--- config.mk ---
export PLATFORM = sky130hd
export DESIGN_NAME = uart_tx
export DESIGN_NICKNAME = d
export VERILOG_FILES = /design/src/rtl/uart_pkg.sv /design/src/rtl/uart_baud_cnt.sv /design/src/rtl/uart_tx.sv
export SDC_FILE = /design/constraint.sdc
export NUM_CORES = 1
export LEC_CHECK = 0
export ABC_AREA = 1
export CORE_MARGIN = 1.5
export CORE_UTILIZATION = 56
export CTS_BUF_LIST = sky130_fd_sc_hd__clkbuf_16
export DETAILED_ROUTE_END_ITERATION = 7
export PLACE_DENSITY_LB_ADDON = 0.08
export REMOVE_ABC_BUFFERS = 1
export SLEW_MARGIN = 25
export SYNTH_ARGS = -nofsm -noshare
export SYNTH_HDL_FRONTEND = slang
export SYNTH_SLANG_ARGS = --single-unit
export TNS_END_PERCENT = 10
--- constraint.sdc ---
create_clock -name iClk -period 1.55 [get_ports iClk]
set_input_delay 0.465 -clock iClk [delete_from_list [all_inputs] [get_ports iClk]]
set_output_delay 0.465 -clock iClk [all_outputs]
set_load 0.05 [all_outputs]
--- src/rtl/uart_pkg.sv ---
// Shared UART definitions: FSM state codes, the default bit timing, and
// frame-length helpers used by both uart_tx and the future uart_rx.
package uart_pkg;

  localparam logic [2:0] ST_IDLE   = 3'd0;
  localparam logic [2:0] ST_START  = 3'd1;
  localparam logic [2:0] ST_DATA   = 3'd2;
  localparam logic [2:0] ST_PARITY = 3'd3;
  localparam logic [2:0] ST_STOP   = 3'd4;

  // 100 MHz system clock at 115200 baud
  localparam int DEFAULT_CLKS_PER_BIT = 868;

  localparam int START_BITS = 1;

  // Bit periods in one frame: start + data + optional parity + stop bits
  function automatic int frameBits(input int dataWidth, input int parityEn, input int stopBits);
    return START_BITS + dataWidth + parityEn + stopBits;
  endfunction

  // Clock cycles from the first start-bit cycle to the return to idle
  function automatic int frameClks(input int dataWidth, input int parityEn, input int stopBits,
                                   input int clksPerBit);
    return frameBits(dataWidth, parityEn, stopBits) * clksPerBit;
  endfunction

endpackage

--- src/rtl/uart_baud_cnt.sv ---
// Bit-period divider. Counts 0..P_CLKS_PER_BIT-1 while enabled and wraps;
// oBitDone marks the last cycle of each bit period. iClr holds it at zero
// so the first period after a clear is a full one.
module uart_baud_cnt
  import uart_pkg::*;
#(
  parameter int P_CLKS_PER_BIT = DEFAULT_CLKS_PER_BIT
) (
  input  logic iClk,
  input  logic iRst,
  input  logic iEn,
  input  logic iClr,
  output logic oBitDone
);

  localparam int CW = (P_CLKS_PER_BIT > 2) ? $clog2(P_CLKS_PER_BIT) : 1;
  localparam logic [CW-1:0] LAST = CW'(P_CLKS_PER_BIT - 1);

  logic [CW-1:0] cnt;

  // Divider: clear dominates, wrap at the terminal count
  always_ff @(posedge iClk or posedge iRst) begin
    if (iRst) begin
      cnt <= '0;
    end else if (iClr) begin
      cnt <= '0;
    end else if (iEn) begin
      cnt <= (cnt == LAST) ? '0 : cnt + CW'(1);
    end
  end

  assign oBitDone = iEn && !iClr && (cnt == LAST);

endmodule

--- src/rtl/uart_tx.sv ---
// UART transmitter draining a show-ahead FIFO, one word per frame.
//
//   state  | meaning
//   IDLE   | line high, waiting for a non-empty FIFO
//   START  | start bit (low)
//   DATA   | data bits, LSB first
//   PARITY | optional parity bit
//   STOP   | 1 or 2 stop bits (high)
//
// All outputs are flops; the word and its parity are captured on the pop
// edge, so later FIFO data changes never reach the current frame.
module uart_tx
  import uart_pkg::*;
#(
  parameter int P_DATA_WIDTH   = 8,
  parameter int P_CLKS_PER_BIT = DEFAULT_CLKS_PER_BIT,
  parameter int P_PARITY_EN    = 0,
  parameter int P_PARITY_ODD   = 0,
  parameter int P_STOP_BITS    = 1
) (
  input  logic                    iClk,
  input  logic                    iRst,
  input  logic                    iFifoEmpty,
  input  logic [P_DATA_WIDTH-1:0] iFifoData,
  output logic                    oFifoPop,
  output logic                    oTx,
  output logic                    oBusy
);

  localparam int BW = $clog2(P_DATA_WIDTH + 1);
  localparam logic [BW-1:0] LAST_DATA = BW'(P_DATA_WIDTH - 1);
  localparam logic [BW-1:0] LAST_STOP = BW'(P_STOP_BITS - 1);

  logic [2:0]              state;
  logic [P_DATA_WIDTH-1:0] shiftReg;
  logic [BW-1:0]           bitCnt;
  logic                    parityBit;
  logic                    bitDone;

  uart_baud_cnt #(
    .P_CLKS_PER_BIT(P_CLKS_PER_BIT)
  ) uBaudCnt (
    .iClk    (iClk),
    .iRst    (iRst),
    .iEn     (state != ST_IDLE),
    .iClr    (state == ST_IDLE),
    .oBitDone(bitDone)
  );

  // Frame sequencer; bitCnt counts data bits in DATA and stop bits in STOP
  always_ff @(posedge iClk or posedge iRst) begin
    if (iRst) begin
      state     <= ST_IDLE;
      oTx       <= 1'b1;
      oFifoPop  <= 1'b0;
      oBusy     <= 1'b0;
      bitCnt    <= '0;
      shiftReg  <= '0;
      parityBit <= 1'b0;
    end else begin
      oFifoPop <= 1'b0;
      case (state)
        ST_IDLE: begin
          if (!iFifoEmpty) begin
            shiftReg  <= iFifoData;
            parityBit <= (^iFifoData) ^ (P_PARITY_ODD != 0);
            oFifoPop  <= 1'b1;
            oTx       <= 1'b0;
            oBusy     <= 1'b1;
            bitCnt    <= '0;
            state     <= ST_START;
          end else begin
            oTx <= 1'b1;
          end
        end
        ST_START: begin
          if (bitDone) begin
            oTx      <= shiftReg[0];
            shiftReg <= shiftReg >> 1;
            state    <= ST_DATA;
          end
        end
        ST_DATA: begin
          if (bitDone) begin
            if (bitCnt == LAST_DATA) begin
              bitCnt <= '0;
              if (P_PARITY_EN != 0) begin
                oTx   <= parityBit;
                state <= ST_PARITY;
              end else begin
                oTx   <= 1'b1;
                state <= ST_STOP;
              end
            end else begin
              oTx      <= shiftReg[0];
              shiftReg <= shiftReg >> 1;
              bitCnt   <= bitCnt + BW'(1);
            end
          end
        end
        ST_PARITY: begin
          if (bitDone) begin
            oTx   <= 1'b1;
            state <= ST_STOP;
          end
        end
        ST_STOP: begin
          if (bitDone) begin
            if (bitCnt == LAST_STOP) begin
              bitCnt <= '0;
              oBusy  <= 1'b0;
              state  <= ST_IDLE;
            end else begin
              bitCnt <= bitCnt + BW'(1);
            end
          end
        end
        default: begin
          oTx   <= 1'b1;
          oBusy <= 1'b0;
          state <= ST_IDLE;
        end
      endcase
    end
  end

endmodule

==> run summary, run 1 <==
Number of antenna violations at the first check in global routing: 0
Avg Vias per Cell: 5.32
Synth top cells by count: sky130_fd_sc_hd__nand2_1, sky130_fd_sc_hd__dfrtp_1, sky130_fd_sc_hd__nand3_1
Classification of the worst setup path: reg -> reg
Status: finished, final reports clean
Required time at the worst-slack endpoint: 1.71 ns
Total number of yosys warnings: 0
TritonCTS clock tree: built
Area grow syn2layout: 24.8%
Clock period minus worst slack: 1.50 ns
Post-route clock skew: 0.00250 ns
Area inside the core boundary: 2730 um^2
Non-filler instance count after layout: 275
Cell area after technology mapping: 1590 um^2
Number of hold violations in the final report: 0
PortBufs: 13
Final Routed Wirelength: 3400 um
Unrepaired setup endpoints after global routing: yes
Maximum capacitance violations: 0
Area share of the largest cell type after synthesis: 0.425
WP data arrival: 1.66 ns
Share of the yosys chip area belonging to registers: 0.441
Actual slew at the worst max-slew pin: 0.311 ns
Total power after layout: 0.00367 W
I/O pins: 14
Leading register cell type out of synthesis: sky130_fd_sc_hd__dfrtp_1
Number of flops mapped to enable cells by yosys: 0
HPWL Detailed: 2460 um
Post-route worst hold slack: 0.381 ns
Slew Limit Fails: 0
DRC errors left: 0
Number of distinct library cell variants in the gate-level netlist after synthesis: 25
Number of instances in the synthesized netlist: 215
Static Leak: 1.04 nW
R2r worst-path depth: 8
Cell at the root of the clock tree: sky130_fd_sc_hd__clkbuf_16
Clock Tree Buf Depth: 2
Global-route wire length before repair: 5570 um
Initial Utilization: 0.582
Proportion of synthesized flip-flops having asynchronous set or reset: 1.00
CTS Buf Count: 3
H-tree depth: 1
Routed Antenna Nets: 0
Number of DRC markers after the initial detailed-route iteration: 71
Final setup viols: 0
Antenna fix cells: 0
Post-Route Setup TNS: 0 ns
Final net count: 259
Row Count: 19
Worst max-slew margin expressed relative to the limit: 0.793
Fmax: 0.666 GHz
Placer congestion estimate: 0.825
Number of global-route vias before repair: 1315
Startpoint kind of the worst setup timing path: register
Worst ir drop on vdd: 1.25 mV
Area enclosed by the die boundary: 3170 um^2
Worst min-delay path class: in -> async
Power per Cell Area: 1850 nW/um^2
Mean Syn Cell Area: 7.40 um^2
Number of placed cells counting well taps: 266
Detailed-router iteration count before antenna repair: 8
DIE HEIGHT: 56.3 um
Share of layout cells above drive strength 1: 0.184
Register clock-pin slew on the reported worst setup and hold paths: 0.07 ns
Clock latency on the worst-skew pair: 0.26 ns
Global-route congestion overflow total: 0
Max FO, Critical Path: 8
Cell accounting for the most synthesized area: sky130_fd_sc_hd__dfrtp_1
Flop and latch count out of synthesis: 28
Count of clock tree sinks: 28
All-layer global routing usage: 0.225
Final Cycle Share: 0.969
Leading post-synthesis cells by cell area: sky130_fd_sc_hd__dfrtp_1, sky130_fd_sc_hd__nand2_1, sky130_fd_sc_hd__nand3_1
Average detailed-routed wire length per instance: 12.4 um
Type of destination of the critical path: register
Pin count of the biggest net entering global routing: 16
Number of vias in the routed layout: 1464
Dominant cell by count in the synthesized netlist: sky130_fd_sc_hd__nand2_1
DIE WIDTH: 56.3 um
==> path summary, 6_finish.rpt <==
check,from,endpoint,slack (ns)
worst min-delay path,iRst,uBaudCnt.cnt[4]$_DFF_PP0_,0.38
min in group iClk,shiftReg[4]$_DFFE_PP0P_,shiftReg[4]$_DFFE_PP0P_,0.48
worst max register to register,uBaudCnt.cnt[1]$_DFF_PP0_,bitCnt[0]$_DFFE_PP0P_,0.05
worst max-delay path,uBaudCnt.cnt[1]$_DFF_PP0_,bitCnt[0]$_DFFE_PP0P_,0.05
max in group asynchronous,iRst,state[1]$_DFFE_PP0P_,0.77
worst min register to register,shiftReg[4]$_DFFE_PP0P_,shiftReg[4]$_DFFE_PP0P_,0.48
==> kinds of logic after synthesis <==
logic type	Yosys count	synth area share
and+or+nand+nor	142	0.404
DFF	28	0.441
buffers and inverters	23	0.0543
AOI/OAI and AO/OA	19	0.0763
adders and majority gates	3	0.0236
==> power by group <==
part | leakage [nW] | total, W | internal, W | switching (W)
Clock | 0.0423 | 0.000590 | 0.000346 | 0.000244
Sequential | 0.368 | 0.00114 | 0.000963 | 0.000180
Combinational | 0.630 | 0.00194 | 0.000736 | 0.00120
Total | 1.04 | 0.00367 | 0.00205 | 0.00163
==> per-stage QoR <==
step                      utilization  worst slack [ns]  area [um^2]
final                           0.726            0.0483         1980
after floorplan                     -             0.155         1590
after global placement          0.674           -0.0673         1840
after detailed placement        0.674           -0.0901         1840
after CTS                       0.703            0.0363         1920
after global routing            0.726           -0.0722         1980
==> timing repair <==
action / CTS / global route
endpoints found under the setup margin: 0 / 17
hold buffers: 0 / 0
gates resized for setup: 0 / 8
buffers inserted: 0 / 5
==> state kept, by name, summed over array words and instances (netlist names) <==
signal,count
oBusy,1
uBaudCnt.cnt,10
bitCnt,4
shiftReg,8
oTx,1
state,3
oFifoPop,1
==> area by class of cell <==
type	count	area, um^2
clock buffer	3	75.1
fill	211	749
clock inverter	1	3.75
multi-input combinational	164	828
sequential	28	702
inverter	23	86.3
tap	31	38.8
timing repair buffer	25	250
==> cells in the final DEF (no fill, tap or decap) <==
| cell | instances |
|---|---|
| sky130_fd_sc_hd__nand4_1 | 1 |
| sky130_fd_sc_hd__nor2_1 | 19 |
| sky130_fd_sc_hd__buf_12 | 3 |
| sky130_fd_sc_hd__nand3_1 | 21 |
| sky130_fd_sc_hd__clkdlybuf4s50_1 | 10 |
| sky130_fd_sc_hd__buf_4 | 12 |
| sky130_fd_sc_hd__a21boi_1 | 1 |
| sky130_fd_sc_hd__a21oi_1 | 8 |
| sky130_fd_sc_hd__ha_1 | 1 |
| sky130_fd_sc_hd__ha_2 | 2 |
| sky130_fd_sc_hd__dfrtp_1 | 27 |
| sky130_fd_sc_hd__nor3_1 | 2 |
| sky130_fd_sc_hd__nand2_4 | 2 |
| sky130_fd_sc_hd__nand2_2 | 7 |
| sky130_fd_sc_hd__o21ai_2 | 1 |
| sky130_fd_sc_hd__nor2_4 | 1 |
| sky130_fd_sc_hd__nand3b_1 | 1 |
| sky130_fd_sc_hd__inv_2 | 5 |
| sky130_fd_sc_hd__a21oi_4 | 1 |
| sky130_fd_sc_hd__nor3b_1 | 2 |
| sky130_fd_sc_hd__o21ai_4 | 1 |
| sky130_fd_sc_hd__inv_1 | 19 |
| sky130_fd_sc_hd__dfstp_2 | 1 |
| sky130_fd_sc_hd__nand3_4 | 1 |
| sky130_fd_sc_hd__o21ai_1 | 1 |
| sky130_fd_sc_hd__a21oi_2 | 1 |
| sky130_fd_sc_hd__clkbuf_16 | 3 |
| sky130_fd_sc_hd__nand2_1 | 81 |
| sky130_fd_sc_hd__nor2_2 | 3 |
| sky130_fd_sc_hd__o21bai_1 | 1 |
| sky130_fd_sc_hd__o21ai_0 | 3 |
| sky130_fd_sc_hd__nor2_8 | 1 |
| sky130_fd_sc_hd__o21a_1 | 1 |
==> routing by layer <==
layer	vias up	track usage	wire, um
li1	740	-	-
met1	688	0.295	1570
met2	31	0.366	1660
met3	5	0.0438	111
met4	0	0.0952	56
met5	-	0	0
==> critical path, stage by stage (launching register included) <==
cell                      delay (ns)
sky130_fd_sc_hd__dfrtp_1        0.35
sky130_fd_sc_hd__ha_2           0.19
sky130_fd_sc_hd__nand2_2        0.07
sky130_fd_sc_hd__nor2_4         0.12
sky130_fd_sc_hd__nand3_4        0.14
sky130_fd_sc_hd__a21oi_4        0.28
sky130_fd_sc_hd__nand2_2        0.11
sky130_fd_sc_hd__nand2_1        0.07
sky130_fd_sc_hd__nand2_1        0.05
Note: power is estimated with default switching activity, not from simulation.
==> inputs of run 2 (changes only) <==
- ABC_AREA: 1 -> not set
- CORE_UTILIZATION: 56 -> 57
==> run summary, run 2 <==
Slew Limit Fails: 0
Antenna fix cells: 0
Cell accounting for the most synthesized area: sky130_fd_sc_hd__dfrtp_1
Number of DRC markers after the initial detailed-route iteration: 47
Worst ir drop on vdd: 1.07 mV
DRC errors left: 0
PortBufs: 13
Leading post-synthesis cells by cell area: sky130_fd_sc_hd__dfrtp_1, sky130_fd_sc_hd__mux2_2, sky130_fd_sc_hd__xor2_1
Mean Syn Cell Area: 10.9 um^2
Area taken by multi-input logic gates: 948 um^2
Leading register cell type out of synthesis: sky130_fd_sc_hd__dfrtp_1
TritonCTS clock tree: built
Clock Tree Buf Depth: 2
Clock latency on the worst-skew pair: 0.26 ns
Number of flip-flops in the largest register: 10
Fmax: 0.589 GHz
Status: finished with violations
Final Routed Wirelength: 4150 um
Largest stage delay on the critical path: 0.38 ns
Routed Antenna Nets: 0
Required time at the worst-slack endpoint: 1.70 ns
Area enclosed by the die boundary: 3250 um^2
All-layer global routing usage: 0.271
Worst path buffer plus inverter count: 1
Average detailed-routed wire length per instance: 17.6 um
Number of hold violations in the final report: 0
Total number of yosys warnings: 0
Number of global-route vias before repair: 1479
Final setup viols: 15
I/O pins: 14
Global-route congestion overflow total: 0
Number of instances in the synthesized netlist: 153
Area grow syn2layout: 39.5%
DIE HEIGHT: 57.0 um
Final Cycle Share: 1.10
Cell at the root of the clock tree: sky130_fd_sc_hd__clkbuf_16
Post-Route Setup TNS: -1.43 ns
Area inside the core boundary: 2760 um^2
Pin count of the biggest net entering global routing: 29
Classification of the worst setup path: reg -> reg
Final net count: 220
Sequential cell area: 703 um^2
Most common cell after layout, fill and taps aside: sky130_fd_sc_hd__buf_4
Type of destination of the critical path: register
Worst max-slew margin expressed relative to the limit: 0.758
Number of distinct library cell variants in the gate-level netlist after synthesis: 50
Dominant cell by count in the synthesized netlist: sky130_fd_sc_hd__dfrtp_1
Number of vias in the routed layout: 1384
Static Leak: 1.07 nW
Startpoint kind of the worst setup timing path: register
Final critical-path setup slack: -0.148 ns
Family with the most delay on the worst path: simple AND/OR/NAND/NOR gates
Count of clock tree sinks: 28
Share of the yosys chip area belonging to registers: 0.422
Power per Cell Area: 1130 nW/um^2
Share of layout cells above drive strength 1: 0.424
Fill cells: 135
HPWL Detailed: 2710 um
Area share of the largest cell type after synthesis: 0.406
DIE WIDTH: 57.0 um
Proportion of synthesized flip-flops having asynchronous set or reset: 1.00
Row Count: 19
Highest-count cells in the layout ignoring fill and taps: sky130_fd_sc_hd__buf_4, sky130_fd_sc_hd__dfrtp_1, sky130_fd_sc_hd__nor2_1, sky130_fd_sc_hd__clkdlybuf4s50_1, sky130_fd_sc_hd__mux2_2
Unrepaired setup endpoints after global routing: yes
Number of flops mapped to enable cells by yosys: 0
Clock period minus worst slack: 1.70 ns
Global-route wire length before repair: 6880 um
WP data arrival: 1.85 ns
Worst min-delay path class: reg -> reg
Largest regs: uBaudCnt.cnt x10, shiftReg x8, bitCnt x4
Largest reg by FF count: uBaudCnt.cnt
Total power after layout: 0.00261 W
Register clock-pin slew on the reported worst setup and hold paths: 0.07 ns
Post-route clock skew: 0.00644 ns
Flop and latch count out of synthesis: 28
H-tree depth: 1
Placer congestion estimate: 0.865
Number of hold buffers added after cts: 0
Failing checks: negative setup slack
CTS Buf Count: 3
Cell-by-cell trace of the critical path: ha_2 > nor3b_4 > a41oi_4 > nor2_4 > buf_6 > mux2_4
Synth top cells by count: sky130_fd_sc_hd__dfrtp_1, sky130_fd_sc_hd__mux2_2, sky130_fd_sc_hd__nor2_1
Maximum capacitance violations: 0
Actual slew at the worst max-slew pin: 0.362 ns
Avg Vias per Cell: 5.86
Detailed-router iteration count before antenna repair: 4
Cell area after technology mapping: 1660 um^2
Initial Utilization: 0.603
Number of antenna violations at the first check in global routing: 0
Slowest-stage cell, CP: sky130_fd_sc_hd__dfrtp_1
Max FO, Critical Path: 5
==> run 2: changes by cell type in the layout (fill, tap and decap cells not counted), sizes merged, moves of 3 or more <==
cell / change
a21oi: -8
a31oi: +5
and3: +3
buf: +29
inv: -16
mux2: +15
nand2: -81
nand3: -17
nand4: +4
nor2: -10
xnor2: +4
xor2: +5
==> run 2: worst register-to-register path, stage by stage (launching register included) <==
cell and delay [ns]:
sky130_fd_sc_hd__dfrtp_1 0.38, sky130_fd_sc_hd__ha_2 0.20, sky130_fd_sc_hd__nor3b_4 0.27, sky130_fd_sc_hd__a41oi_4 0.17
sky130_fd_sc_hd__nor2_4 0.13, sky130_fd_sc_hd__buf_6 0.14, sky130_fd_sc_hd__mux2_4 0.30
==> run 2: timing repair <==
action | in CTS | in global routing
setup buffers | 2 | 1
gates resized for setup | 16 | 6
pin swaps | 9 | 6
endpoints found under the setup margin | 25 | 26
==> run 2: path summary, 6_finish.rpt <==
kind | startpoint | to | slack (ns) | depth (start not counted)
max in group asynchronous | iRst | oTx$_DFFE_PP1P_ | 0.78 | 3
setup reg to reg | uBaudCnt.cnt[0]$_DFF_PP0_ | shiftReg[3]$_DFFE_PP0P_ | -0.15 | 6
min in group asynchronous | iRst | bitCnt[0]$_DFFE_PP0P_ | 0.54 | 3
hold reg to reg | shiftReg[3]$_DFFE_PP0P_ | shiftReg[3]$_DFFE_PP0P_ | 0.51 | 1
setup / recovery | uBaudCnt.cnt[0]$_DFF_PP0_ | shiftReg[3]$_DFFE_PP0P_ | -0.15 | 6
hold / removal | shiftReg[3]$_DFFE_PP0P_ | shiftReg[3]$_DFFE_PP0P_ | 0.51 | 1
==> run 2: where the power goes <==
| group | total (W) | leakage, nW | internal [W] | switching (W) |
|---|---|---|---|---|
| clock network | 0.000775 | 0.0511 | 0.000514 | 0.000260 |
| logic | 0.000817 | 0.665 | 0.000483 | 0.000334 |
| registers | 0.00102 | 0.351 | 0.000895 | 0.000128 |
==> run 2: through the flow <==
| step | std cells | cell area [um^2] | worst slack [ns] | util | hold slack [ns] |
|---|---|---|---|---|---|
| floorplan | 147 | 1610 | -0.126 | - | 0.448 |
| global placement | 229 | 2110 | -0.356 | 0.765 | 0.485 |
| detailed placement | 229 | 2110 | -0.403 | 0.765 | 0.495 |
| CTS | 235 | 2290 | -0.157 | 0.830 | 0.510 |
| global route | 236 | 2320 | -0.206 | 0.842 | 0.519 |
| finish | 236 | 2320 | -0.148 | 0.842 | 0.509 |
==> run 2: cells by family (layout without fill, tap and decap cells) <==
group | count (synthesis) | count (layout) | share of synthesized area
AO/OA/AOI/OAI | 25 | 25 | 0.118
XOR/XNOR | 9 | 9 | 0.0519
adder cells (fa/ha/maj) | 3 | 3 | 0.0226
buffers and inverters | 14 | 66 | 0.0489
flip-flops | 28 | 28 | 0.422
multiplexers | 15 | 15 | 0.104
AND/OR/NAND/NOR | 59 | 59 | 0.233
==> run 2: layer usage <==
metal | vias to the layer above | wire length [um] | track usage
li1 | 658 | - | -
met1 | 688 | 1820 | 0.355
met2 | 32 | 2120 | 0.471
met3 | 6 | 153 | 0.0317
met4 | 0 | 56 | 0.0797
met5 | - | 0 | 0
==> run 2: area by class of cell <==
class,instances,area share
sequential,28,0.303
multi-input combinational,111,0.409
tap,31,0.0167
clock buffer,3,0.0323
clock inverter,1,0.0129
timing repair buffer,54,0.213
inverter,8,0.0129
==> inputs of run 3 (changes only) <==
- CORE_UTILIZATION: 57 -> 51
- clock period: 1.55 -> 1.5 ns (I/O delays scaled with it)
==> run summary, run 3 (synthesis gave the netlist of run 2 again) <==
Post-route clock skew: 0.00436 ns
Number of global-route vias before repair: 1472
Unrepaired setup endpoints after global routing: yes
Fill cells: 182
Slowest-stage cell, CP: sky130_fd_sc_hd__dfrtp_1
Slew Limit Fails: 0
Maximum capacitance violations: 0
WP data arrival: 1.86 ns
All-layer global routing usage: 0.247
Avg Vias per Cell: 5.48
Routed Antenna Nets: 0
DIE WIDTH: 60.1 um
Final critical-path setup slack: -0.203 ns
Register clock-pin slew on the reported worst setup and hold paths: 0.07 ns
Area enclosed by the die boundary: 3610 um^2
Family with the most delay on the worst path: flip-flops
Final Routed Wirelength: 4110 um
Type of destination of the critical path: register
Count of clock tree sinks: 28
CTS Buf Count: 3
Clock Tree Buf Depth: 2
Average detailed-routed wire length per instance: 16.0 um
TritonCTS clock tree: built
Worst max-slew margin expressed relative to the limit: 0.744
Post-route worst hold slack: 0.516 ns
Endpoint of the worst register-to-register path: shiftReg[5]$_DFFE_PP0P_
Area grow syn2layout: 45.9%
Classification of the worst setup path: reg -> reg
Worst reg-to-reg setup slack: -0.20 ns
Failing checks: negative setup slack
Largest stage delay on the critical path: 0.38 ns
Number of DRC markers after the initial detailed-route iteration: 67
DIE HEIGHT: 60.1 um
HPWL Detailed: 2790 um
Static Leak: 1.10 nW
Share of layout cells above drive strength 1: 0.441
Number of antenna violations at the first check in global routing: 0
Cell at the root of the clock tree: sky130_fd_sc_hd__clkbuf_16
Clock latency on the worst-skew pair: 0.26 ns
R2r worst-path depth: 6
Max FO, Critical Path: 11
RR Startpoint: state[1]$_DFFE_PP0P_
I/O pins: 14
Area inside the core boundary: 3080 um^2
Worst path buffer plus inverter count: 2
Pin count of the biggest net entering global routing: 29
Largest regs: uBaudCnt.cnt x10, shiftReg x8, bitCnt x4
Post-Route Setup TNS: -2.26 ns
Status: finished with violations
Actual slew at the worst max-slew pin: 0.383 ns
Number of flip-flops in the largest register: 10
Cell-by-cell trace of the critical path: buf_4 > or2_1 > a41oi_4 > nor2_4 > buf_12 > mux2_4
Clock period minus worst slack: 1.70 ns
Global-route wire length before repair: 6620 um
Antenna fix cells: 0
Most common cell after layout, fill and taps aside: sky130_fd_sc_hd__buf_4
Worst min-delay path class: in -> async
Final setup viols: 20
DRC errors left: 0
Detailed-router iteration count before antenna repair: 4
Row Count: 20
Startpoint kind of the worst setup timing path: register
Global-route congestion overflow total: 0
PortBufs: 13
Final Cycle Share: 1.14
Fmax: 0.587 GHz
Worst ir drop on vdd: 0.747 mV
Final net count: 228
Required time at the worst-slack endpoint: 1.65 ns
Number of hold violations in the final report: 0
H-tree depth: 1
Total power after layout: 0.00273 W
Number of vias in the routed layout: 1408
Highest-count cells in the layout ignoring fill and taps: sky130_fd_sc_hd__buf_4, sky130_fd_sc_hd__dfrtp_1, sky130_fd_sc_hd__nor2_1, sky130_fd_sc_hd__clkdlybuf4s50_1, sky130_fd_sc_hd__nand2_1
Placer congestion estimate: 0.806
Largest reg by FF count: uBaudCnt.cnt
Power per Cell Area: 1120 nW/um^2
Initial Utilization: 0.541
Number of hold buffers added after cts: 0
-- run 3: worst max-delay path by stage --
stage,start,endpoint,slack (ns),cells past startpoint
after floorplan,uBaudCnt.cnt[0]$_DFF_PP0_,shiftReg[1]$_DFFE_PP0P_,-0.18,5
after global placement,iFifoEmpty,shiftReg[4]$_DFFE_PP0P_,-0.39,5
after detailed placement,iFifoEmpty,shiftReg[6]$_DFFE_PP0P_,-0.46,5
after CTS,state[1]$_DFFE_PP0P_,shiftReg[5]$_DFFE_PP0P_,-0.20,6
after global routing,uBaudCnt.cnt[0]$_DFF_PP0_,shiftReg[0]$_DFFE_PP0P_,-0.26,6
final,state[1]$_DFFE_PP0P_,shiftReg[5]$_DFFE_PP0P_,-0.20,6
-- run 3: what timing repair did --
action                                  in CTS  in global routing
pin swaps                                    5                  4
buffers inserted                             3                  1
endpoints found under the setup margin      25                 27
gates resized for setup                     16                  4
-- run 3: metal layers --
metal,global-route usage,vias up,part of all wire
met1,0.312,701,0.43
met3,0.0325,4,0.028
li1,-,677,-
met4,0.0794,0,0.0085
met2,0.432,26,0.53
met5,0,-,0
-- run 3: cell type report --
type / instances / area, um^2 / area share
multi-input combinational: 111 / 968 / 0.399
clock buffer: 3 / 75.1 / 0.0309
inverter: 8 / 30.0 / 0.0124
tap: 44 / 55.1 / 0.0227
clock inverter: 1 / 30.0 / 0.0124
sequential: 28 / 703 / 0.290
timing repair buffer: 62 / 566 / 0.233
-- run 3: power breakdown --
group	switching [W]	internal, W	leakage (nW)	total, W
clock	0.000263	0.000532	0.0511	0.000795
sequential	0.000133	0.000925	0.351	0.00106
combinational	0.000341	0.000534	0.702	0.000875
-- run 3: per-stage QoR --
step	worst slack, ns	utilization	cells	cell area, um^2
final	-0.203	0.789	257	2430
after global routing	-0.257	0.789	257	2430
after CTS	-0.204	0.775	256	2390
after detailed placement	-0.458	0.712	249	2190
after global placement	-0.392	0.712	249	2190
after floorplan	-0.176	-	147	1610
-- run 3: worst reg2reg max path, stage by stage (launching register included) --
cell and delay (ns):
sky130_fd_sc_hd__dfrtp_1 0.38, sky130_fd_sc_hd__buf_4 0.18, sky130_fd_sc_hd__or2_1 0.27, sky130_fd_sc_hd__a41oi_4 0.27
sky130_fd_sc_hd__nor2_4 0.05, sky130_fd_sc_hd__buf_12 0.14, sky130_fd_sc_hd__mux2_4 0.30
